<file path="src/rtl/alu_sequencer.sv">
// Multi-cycle ADD/SUB/MUL/DIV sequencer built around one shared WIDTH-bit add/sub unit.
// MUL is shift-add and DIV is restoring division, each taking WIDTH passes through the adder.
module alu_sequencer #(
    parameter int WIDTH = 16
) (
    input  logic                 clk,
    input  logic                 rst_n,
    input  logic                 start,
    input  logic [3:0]           opcode,
    input  logic [WIDTH-1:0]     dataA,
    input  logic [WIDTH-1:0]     dataB,
    output logic                 busy,
    output logic                 done,
    output logic [2*WIDTH-1:0]   result,
    output logic                 carry,
    output logic [1:0]           err
);
    localparam logic [3:0] OP_ADD = 4'b0001;
    localparam logic [3:0] OP_SUB = 4'b0010;
    localparam logic [3:0] OP_MUL = 4'b0011;
    localparam logic [3:0] OP_DIV = 4'b0100;

    typedef enum logic [1:0] {IDLE, EXEC, ITER, FIN} state_t;

    state_t             state_q, state_d;
    logic [3:0]         op_q, op_d;
    logic [WIDTH-1:0]   a_q, a_d, b_q, b_d;
    logic [WIDTH-1:0]   acc_q, acc_d;   // MUL accumulator / DIV partial remainder
    logic [WIDTH-1:0]   lo_q, lo_d;     // MUL multiplier-product low half / DIV quotient
    logic [4:0]         cnt_q, cnt_d;
    logic [2*WIDTH-1:0] res_q, res_d;
    logic               rc_q, rc_d;
    logic [1:0]         re_q, re_d;
    logic [2*WIDTH-1:0] result_q, result_d;
    logic               carry_q, carry_d, busy_q, busy_d, done_q, done_d;
    logic [1:0]         err_q, err_d;

    // Shared add/sub unit: mode 1 subtracts by inverting y and injecting carry-in.
    logic [WIDTH-1:0] add_x, add_y, add_yi, add_sum, rem_sh;
    logic             add_mode, add_c16, add_c15, div_ok;
    logic [WIDTH:0]   add_full;

    assign add_yi   = add_y ^ {WIDTH{add_mode}};
    assign add_full = {1'b0, add_x} + {1'b0, add_yi} + {{WIDTH{1'b0}}, add_mode};
    assign add_sum  = add_full[WIDTH-1:0];
    assign add_c16  = add_full[WIDTH];
    assign add_c15  = add_x[WIDTH-1] ^ add_yi[WIDTH-1] ^ add_sum[WIDTH-1];

    // The shifted remainder is WIDTH+1 bits wide; its top bit guarantees the subtract succeeds.
    assign rem_sh = {acc_q[WIDTH-2:0], lo_q[WIDTH-1]};
    assign div_ok = add_c16 | acc_q[WIDTH-1];

    always_comb begin
        add_x    = a_q;
        add_y    = b_q;
        add_mode = (op_q == OP_SUB);
        if (state_q == ITER) begin
            if (op_q == OP_MUL) begin
                add_x    = acc_q;
                add_y    = lo_q[0] ? b_q : '0;
                add_mode = 1'b0;
            end else begin
                add_x    = rem_sh;
                add_y    = b_q;
                add_mode = 1'b1;
            end
        end
    end

    always_comb begin
        state_d  = state_q;
        op_d     = op_q;
        a_d      = a_q;
        b_d      = b_q;
        acc_d    = acc_q;
        lo_d     = lo_q;
        cnt_d    = cnt_q;
        res_d    = res_q;
        rc_d     = rc_q;
        re_d     = re_q;
        result_d = result_q;
        carry_d  = carry_q;
        err_d    = err_q;
        busy_d   = busy_q;
        done_d   = 1'b0;
        case (state_q)
            IDLE: begin
                if (start) begin
                    op_d    = opcode;
                    a_d     = dataA;
                    b_d     = dataB;
                    busy_d  = 1'b1;
                    state_d = EXEC;
                end
            end
            EXEC: begin
                acc_d   = '0;
                lo_d    = a_q;
                cnt_d   = '0;
                state_d = FIN;
                rc_d    = 1'b0;
                case (op_q)
                    OP_ADD, OP_SUB: begin
                        res_d = {{WIDTH{1'b0}}, add_sum};
                        rc_d  = add_c16;
                        re_d  = {1'b0, add_c16 ^ add_c15};
                    end
                    OP_MUL: state_d = ITER;
                    OP_DIV: begin
                        if (b_q == '0) begin
                            res_d = {{WIDTH{1'b0}}, {WIDTH{1'b1}}};
                            re_d  = 2'b10;
                        end else begin
                            state_d = ITER;
                        end
                    end
                    default: begin
                        res_d = '0;
                        re_d  = 2'b11;
                    end
                endcase
            end
            ITER: begin
                if (op_q == OP_MUL) begin
                    acc_d = add_full[WIDTH:1];
                    lo_d  = {add_full[0], lo_q[WIDTH-1:1]};
                end else begin
                    acc_d = div_ok ? add_sum : rem_sh;
                    lo_d  = {lo_q[WIDTH-2:0], div_ok};
                end
                cnt_d = cnt_q + 5'd1;
                if (cnt_q == 5'(WIDTH-1)) begin
                    res_d   = {acc_d, lo_d};
                    rc_d    = 1'b0;
                    re_d    = 2'b00;
                    state_d = FIN;
                end
            end
            FIN: begin
                result_d = res_q;
                carry_d  = rc_q;
                err_d    = re_q;
                done_d   = 1'b1;
                busy_d   = 1'b0;
                state_d  = IDLE;
            end
            default: state_d = IDLE;
        endcase
    end

    always_ff @(posedge clk) begin
        if (!rst_n) begin
            state_q  <= IDLE;
            op_q     <= '0;
            a_q      <= '0;
            b_q      <= '0;
            acc_q    <= '0;
            lo_q     <= '0;
            cnt_q    <= '0;
            res_q    <= '0;
            rc_q     <= 1'b0;
            re_q     <= '0;
            result_q <= '0;
            carry_q  <= 1'b0;
            err_q    <= '0;
            busy_q   <= 1'b0;
            done_q   <= 1'b0;
        end else begin
            state_q  <= state_d;
            op_q     <= op_d;
            a_q      <= a_d;
            b_q      <= b_d;
            acc_q    <= acc_d;
            lo_q     <= lo_d;
            cnt_q    <= cnt_d;
            res_q    <= res_d;
            rc_q     <= rc_d;
            re_q     <= re_d;
            result_q <= result_d;
            carry_q  <= carry_d;
            err_q    <= err_d;
            busy_q   <= busy_d;
            done_q   <= done_d;
        end
    end

    assign busy   = busy_q;
    assign done   = done_q;
    assign result = result_q;
    assign carry  = carry_q;
    assign err    = err_q;
endmodule

</file>
<file path="config.mk">
export PLATFORM = sky130hd
export DESIGN_NAME = alu_sequencer
export DESIGN_NICKNAME = d
export VERILOG_FILES = /design/src/rtl/alu_sequencer.sv
export SDC_FILE = /design/constraint.sdc
export NUM_CORES = 1
export LEC_CHECK = 0
export ABC_AREA = 1
export CORE_MARGIN = 1
export CORE_UTILIZATION = 30
export DETAILED_ROUTE_END_ITERATION = 12
export GPL_ROUTABILITY_DRIVEN = 0
export MAX_ROUTING_LAYER = met4
export PLACE_DENSITY = 0.57
export SETUP_SLACK_MARGIN = 0.2
export SLEW_MARGIN = 20
export SYNTH_ARGS = -nofsm -noshare
export SYNTH_HDL_FRONTEND = slang
export SYNTH_SLANG_ARGS = --single-unit
</file>
<file path="constraint.sdc">
create_clock -name clk -period 5.45 [get_ports clk]
set_input_delay 0.545 -clock clk [delete_from_list [all_inputs] [get_ports clk]]
set_output_delay 0.545 -clock clk [all_outputs]
set_load 0.005 [all_outputs]
</file>
* Word level (Yosys, flattened, before mapping)
Index checks and enable logic that the tools add are counted.
Word-level totals: logic and storage cells 77, register bits 147
Cells by class: muxes and demuxes 32, reductions and logical operators 10, add/subtract/negate cells 3, eq/ne operators 12, bitwise gates (word level) 5
Operators by type and width (count):
- 16-bit 2-to-1 mux | 8
- 32-bit one-hot mux with 3 select lines | 1
- 32-bit 2-to-1 mux | 2
- 16-bit one-hot mux with 2 select lines | 2
- 32-bit one-hot mux with 2 select lines | 1
- 16-bit by 16-bit adder with 17-bit output | 1
- 17-bit by 1-bit adder with 17-bit output | 1
- 16-bit zero test | 1
- 16-bit XOR | 1
- 5-bit one-hot mux with 2 select lines | 1
- 4-bit by 2-bit equality test with 1-bit output, second input constant | 2
- 2-bit 2-to-1 mux | 4
- 2-bit one-hot mux with 4 select lines | 1
- 2-bit AND reduction | 4
- 1-bit 2-to-1 mux | 7
- 1-bit one-hot mux with 2 select lines | 3
- 2-bit one-hot mux with 3 select lines | 1
- 5-bit by 1-bit adder with 5-bit output, second input constant | 1
- 5-bit by 4-bit equality test with 1-bit output, second input constant | 1
- 2-bit equality test, second input constant | 2
- 4-bit by 1-bit equality test with 1-bit output, second input constant | 1
- 4-bit by 3-bit equality test with 1-bit output, second input constant | 1
- 2-bit inequality test, second input constant | 2
- 2-bit one-hot mux with 2 select lines | 1
- other kinds (9) | 12

* Longest topological paths before layout
depth after elaboration 11, mapped depth 24, depth with buffers taken out 23

* Worst setup path before layout
OpenSTA, ideal clock, no wires.
path type flip-flop to flip-flop, start point register state_q[0], end point register acc_q[4], buffers on the path 1, arrival time 3.126 ns, slack 2.254 ns, cell stages (with the launch flop) 23, required time 5.380 ns, cells stage by stage dfxtp_1 > inv_1 > ha_1 > inv_2 > nor2_1 > nand3_1 > a21boi_1 > clkbuf_1 > nand2_1 > o21ai_0 > ha_1 > a21oi_1 > o21ai_1 > a21o_2 > nand3_2 > nand2_4 > nor2_8 > inv_6 > nand2_4 > inv_2 > o21ai_2 > nand3_2 > a21oi_1
On the way: longest elaborated chain between the ends 9, elaborated cells between the ends (all ways) 13
RTL lines:
- start, declared | RTL line 25 | state_t state_q, state_d;
- start signal, assigned | RTL line 169 | state_q <= state_d;
- 2-bit equality test | RTL line 57, 86
- 16-bit 2-to-1 mux or 1-bit 2-to-1 mux (tied branches) | RTL line 57 | if (state_q == ITER) begin
- 16-bit XOR | RTL line 43 | assign add_yi = add_y ^ {WIDTH{add_mode}};
- 16-bit by 16-bit adder with 17-bit output | RTL line 44 | assign add_full = {1'b0, add_x} + {1'b0, add_yi} + {{WIDTH{1'b0}}, add_mode};
- 17-bit by 1-bit adder with 17-bit output | RTL line 44
- 1-bit OR | RTL line 51 | assign div_ok = add_c16 | acc_q[WIDTH-1];
- 16-bit 2-to-1 mux | RTL line 128 | acc_d = div_ok ? add_sum : rem_sh;
- 16-bit 2-to-1 mux | RTL line 124 | if (op_q == OP_MUL) begin
- 16-bit one-hot mux with 2 select lines | RTL line 86 | case (state_q)
- end signal, assigned | RTL line 157 | acc_q <= '0;
- end signal, assigned | RTL line 173 | acc_q <= acc_d;
- end, declared | RTL line 28 | logic [WIDTH-1:0] acc_q, acc_d;
Parallel ways exist; a longest one is shown, timed or not. A chain may end at the register's enable or synchronous reset.

* Final worst setup path
start point register state_q[0], end point register acc_q[3]
Same word-level chain as after synthesis.

==> qor.csv <==
metric,value,unit
max_freq,237,MHz
synthesis.nets,1128,
path_cells,"inv_1, ha_1, inv_2, nor2_1, nand3_1, a21boi_1, nand2_1, o21ai_0, ha_1, a21oi_1, o21ai_0, a21oi_1, nand2_4, nor2_8, inv_6, nand2_4, inv_2, o22ai_1, nand2_1, a21oi_1",
synth_commonest_cells,"214 x o21ai_0, 207 x nor2_1, 147 x dfxtp_1",
antenna_found_initial,0,
hold_path_end,re_q[1],
path_class,reg -> reg,
rsz0062_at_grt,no,
fp-row-count,57,
synth_edf_count,0,
netlist_instances,1067,
power.switching_fraction,44.4,%
p_seq_share,30.3,%
core_area,24200,um^2
p_total,0.00540,W
p_sw,0.00240,W
power_leakage,3.61,nW
worst_slew_pin_slew,1.00,ns
reg2reg_depth,20,
yosysWarnings,0,
start_util,30.5,%
area_growth,21.2,%
top_usage_layer,met2,
holdBufCountCts,0,
dpl.cell_count,1410,
max_slew_margin,33.0,%
worstPathArrival,4.57,ns
grt_pass1_wl,35800,um
synthFlopType,dfxtp_1,
insertion_delay,0.43,ns
clockBufferDepth,2,
ys_ff_latch,147,
fin_tns_setup,0,ns
comb_power_share,47.1,%
cts_tree,built,
max-cap-violations,0,
powerDensity,602,nW/um^2
cts-resized-gates,0,
cts_root_buffer,clkbuf_16,
drt-total-wl,21600,um
synth_top_area_cell,dfxtp_1,
drc,0,
viasPerCell,4.96,
hold_depth,2,
critPathCaptureType,flip-flop,
fp.dieH,159,um
synthTopCellsByArea,"dfxtp_1 40%, o21ai_0 14%, nor2_1 11%",
cts.sink_count,147,
hpwl,15300,um
nets,1166,
yosysMostFrequentCell,o21ai_0,
use_met1,24.8,%
ir_worst_vdd,0.211,mV
skew,0.00894,ns
cts_setup_buffers,0,
numPortBuffers,75,
die_w,159,um
crit_top_cell,a21oi_1,
p_clk_share,22.6,%
period_share,77.4,%
n_antenna_cell,0,
grt_pass1_vias,6779,
cts_buffers,17,
cts.htree.levels,4,
synth.yosys.seq_area_share,39.8,%
use_met2,26.4,%
grt_max_degree,72,
critPathMaxFanout,19,
slowest_delay,0.81,ns
initialDrtViolationCount,644,
globalRouteOverflowTotal,0,
r2r_end,acc_q[3],
min_period,4.22,ns
drv_slew,0,
dieArea,25300,um^2
min_path_type,reg -> reg,
yosys.cell_types.count,44,
fin_cells,1442,
setup_violations,0,
firstDrtPassIters,5,
synth_area,7400,um^2
slowest_stage,a21boi_1,
hold_viol,0,
start_kind,flip-flop,
status,finished clean,
grtUsageTotal,18.2,%
final_layout_size_suffix_gt1_share,7.60,%
p_int,0.00300,W
cts.clk_slew.worst_paths,0.06,ns
ant_nets,0,
postSynthAreaPerCell,6.93,um^2
synth_top_area_share,39.8,%
num_vias,7159,
r2r-start,state_q[0],
met3_usage,3.96,%
synthArstFlopShare,0,%
wire_per_inst,15.0,um
hold_start,re_q[1],
num_io_pins,76,
r2r_setup_slack,1.23,ns
required,5.80,ns
[worst max-delay path, delay by kind of cell, from the launching register on]
| kind | cells | cell delay (ns) |
|---|---|---|
| AND/OR/NAND/NOR | 7 | 0.89 |
| flip-flops | 1 | 0.39 |
| adder cells (fa/ha/maj) | 2 | 0.59 |
| buffers and inverters | 4 | 0.38 |
| AO/OA/AOI/OAI | 7 | 1.88 |
[how the worst max path moves through the flow]
stage / from / to / slack (ns) / depth (start not counted)
after floorplan: state_q[0] / acc_q[4] / 2.25 / 22
after global placement: state_q[0] / acc_q[3] / 1.39 / 20
after detailed placement: state_q[0] / acc_q[3] / 1.36 / 20
after CTS: state_q[0] / acc_q[3] / 1.33 / 20
after global routing: state_q[0] / res_q[17] / 0.80 / 20
final: state_q[0] / acc_q[3] / 1.23 / 20
[registers in the layout, indices dropped and copies added, names as in the netlist]
register and flops:
acc_q 16, rc_q 1, b_q 16, re_q 2, busy 1, done 1
cnt_q 5, op_q 4, res_q 32, carry 1, a_q 16, lo_q 16
state_q 2, err 2, result 32
[area by class of cell]
class                   instances  area, um^2
flip-flops and latches        147        2940
well taps                     324         405
inverters                      61         234
multi-input cells             794        3960
repair buffers                 84         816
clock buffers                  21         460
clock inverters                11         151
fillers                      2642       15300
[layout by cell type, fill, tap and decap left out, drive strengths merged, types with 4 or more instances in the layout]
cell / netlist / routed
a21oi: 87 / 87
a31oi: 25 / 25
buf: 13 / 10
clkbuf: 52 / 21
clkdlybuf4s50: 0 / 74
clkinv: 3 / 6
clkinvlp: 0 / 4
dfxtp: 147 / 147
ha: 21 / 21
inv: 58 / 59
nand2: 153 / 153
nand3: 27 / 27
nor2: 209 / 209
nor3: 14 / 14
nor4: 4 / 4
o21ai: 225 / 225
xnor2: 5 / 5
xor2: 4 / 4
[power by group through the flow]
stage	logic, W	registers [W]	clock network (W)
6_report	0.00254	0.00164	0.00122
5_1_grt	0.00287	0.00168	0.00129
4_1_cts	0.00253	0.00164	0.00124
3_5_place_dp	0.00252	0.00165	0
3_3_place_gp	0.00250	0.00165	0
2_1_floorplan	0.00182	0.00158	0
[per-layer routing]
layer / wire length [um] / vias to the layer above
met4: 486 / 0
met2: 9240 / 221
met1: 10600 / 3226
li1: - / 3679
met3: 1290 / 33
met5: 0 / -
[kinds of logic (layout without fill, tap and decap cells)]
logic type | count (synthesis) | after routing | share of synthesized area, %
buffers and inverters | 126 | 177 | 6.73
flip-flops | 147 | 147 | 39.8
XOR/XNOR | 9 | 9 | 1.07
AO/OA/AOI/OAI | 350 | 350 | 25.1
AND/OR/NAND/NOR | 413 | 413 | 23.5
adder cells (fa/ha/maj) | 22 | 22 | 3.82
[through the flow]
stage	setup slack, ns	hold slack, ns	area (um^2)	util (%)
6_report	1.23	0.469	8970	37.0
3_3_place_gp	1.39	0.458	8350	34.5
3_5_place_dp	1.36	0.462	8350	34.5
2_1_floorplan	2.25	0.444	7400	-
5_1_grt	0.802	0.501	8970	37.0
4_1_cts	1.33	0.473	8970	37.0
Note: power is estimated with default switching activity, not from simulation.
==> patch (same settings) <==
Register the output `result` once more, with the module's reset; this adds one clock of latency there. The other outputs are not delayed to match.
--- a/src/rtl/alu_sequencer.sv
+++ b/src/rtl/alu_sequencer.sv
@@ -187,5 +187,11 @@
     assign busy   = busy_q;
     assign done   = done_q;
-    assign result = result_q;
+    always_ff @(posedge clk) begin
+        if (!rst_n) begin
+            result <= '0;
+        end else begin
+            result <= result_q;
+        end
+    end
     assign carry  = carry_q;
     assign err    = err_q;
Function: changed (Yosys sat finds a counterexample within 4 cycles, from zero or initial values and one cycle with rst_n low).
==> patch against the original RTL <==
Wire length rose by 5.6%; sequential cell count rose by 32; total power rose by 4.4%; setup slack improved by 0.30 ns; synthesized area rose by 11%; final area rose by 9.0%; fmax rose by 7.7%.
==> patch: results (changes against the original RTL) <==
stage;metric;value;unit;change
outcome;status;completed;;
logic_synthesis;xor and xnor fraction of the mapped netlist area;0.00962;;-0.00104
clock_tree;Reg clk slew, reported paths;0.08;ns;+0.02 ns
critical_path;CP max stage delay;0.74;ns;-0.07 ns
global_routing;overall routing resource usage;0.172;;-0.0108
detailed_routing;DR pass1 iterations;6;;+1
power_and_ir_drop;sw frac;0.450;;+0.00566
critical_path;Top Family by Delay on Critical Path;simple AND/OR/NAND/NOR gates;;
detailed_routing;wire per inst;15.0;microns;about the same
detailed_routing;vias post-DR;7465;;+4.3%
timing;f_max;255;MHz;+7.7%
critical_path;reg2reg path depth;18;;-10%
placement;Setup WS pre-CTS;1.33;ns;-0.0344 ns
critical_path;crit path max fanout;55;;+36
cells_and_area;fill count;2842;;+7.6%
cells_and_area;nets;1229;;+5.4%
logic_synthesis;top cells by area, synth;dfxtp_1 44%, o21ai_0 11%, nand2_1 7.8%;;
global_routing;largest net degree at the start of global routing;79;;+9.7%
detailed_routing;initial DRC count;767;;+19%
critical_path;critical path arrival;4.28;ns;-0.29 ns
power_and_ir_drop;Pleak;4.30;nW;+19%
critical_path;worst reg-to-reg setup slack;1.53;ns;+0.30 ns
worst_hold_path;Worst Hold Endpoint;result[0];;
worst_hold_path;hold path start;result_q[0];;
placement;dpl hpwl;16200;microns;+5.7%
critical_path;crit path launch;op_q[3];;
placement;Placed Area;9170;sq um;+9.7%
logic_synthesis;sequential area share after synthesis;0.437;;+0.0395
[patch: changes by cell type in the layout (fill, tap and decap cells not counted), moves of 2 or more]
| cell | unedited run | this run |
|---|---|---|
| inv_1 | 50 | 114 |
| nor2_1 | 207 | 143 |
| dfxtp_1 | 147 | 179 |
| nand2_1 | 138 | 170 |
| o21ai_0 | 214 | 182 |
| o22ai_1 | 1 | 33 |
| inv_8 | 0 | 5 |
| bufinv_16 | 3 | 0 |
| clkinv_8 | 0 | 3 |
| clkinvlp_4 | 4 | 1 |
| clkbuf_1 | 2 | 0 |
| clkbuf_8 | 2 | 0 |
[patch: worst min-delay path: stages (launching register included)]
cell     delay (ns)
dfxtp_1        0.30
nand2_1        0.04
inv_1          0.04
[patch: per-layer routing]
metal	global-route usage	routed length, microns
met1	0.245	11500
met2	0.242	9570
met3	0.0338	1370
met4	0.0499	376
met5	-	0
[patch: metrics by stage]
| stage | util | std cells | hold slack (ns) |
|---|---|---|---|
| 2_1_floorplan | - | 1130 | 0.405 |
| 3_3_place_gp | 0.341 | 1490 | 0.414 |
| 3_5_place_dp | 0.341 | 1490 | 0.415 |
| 4_1_cts | 0.363 | 1522 | 0.427 |
| 5_1_grt | 0.364 | 1522 | 0.439 |
| 6_report | 0.364 | 1522 | 0.425 |
[patch: layout make-up]
| type | count | area (sq um) | share of cell area |
|---|---|---|---|
| multi-input combinational | 762 | 3880 | 0.397 |
| sequential | 179 | 3580 | 0.367 |
| timing repair buffer | 83 | 808 | 0.0827 |
| inverter | 125 | 474 | 0.0485 |
| tap | 341 | 427 | 0.0437 |
| clock buffer | 17 | 425 | 0.0435 |
| clock inverter | 15 | 173 | 0.0177 |
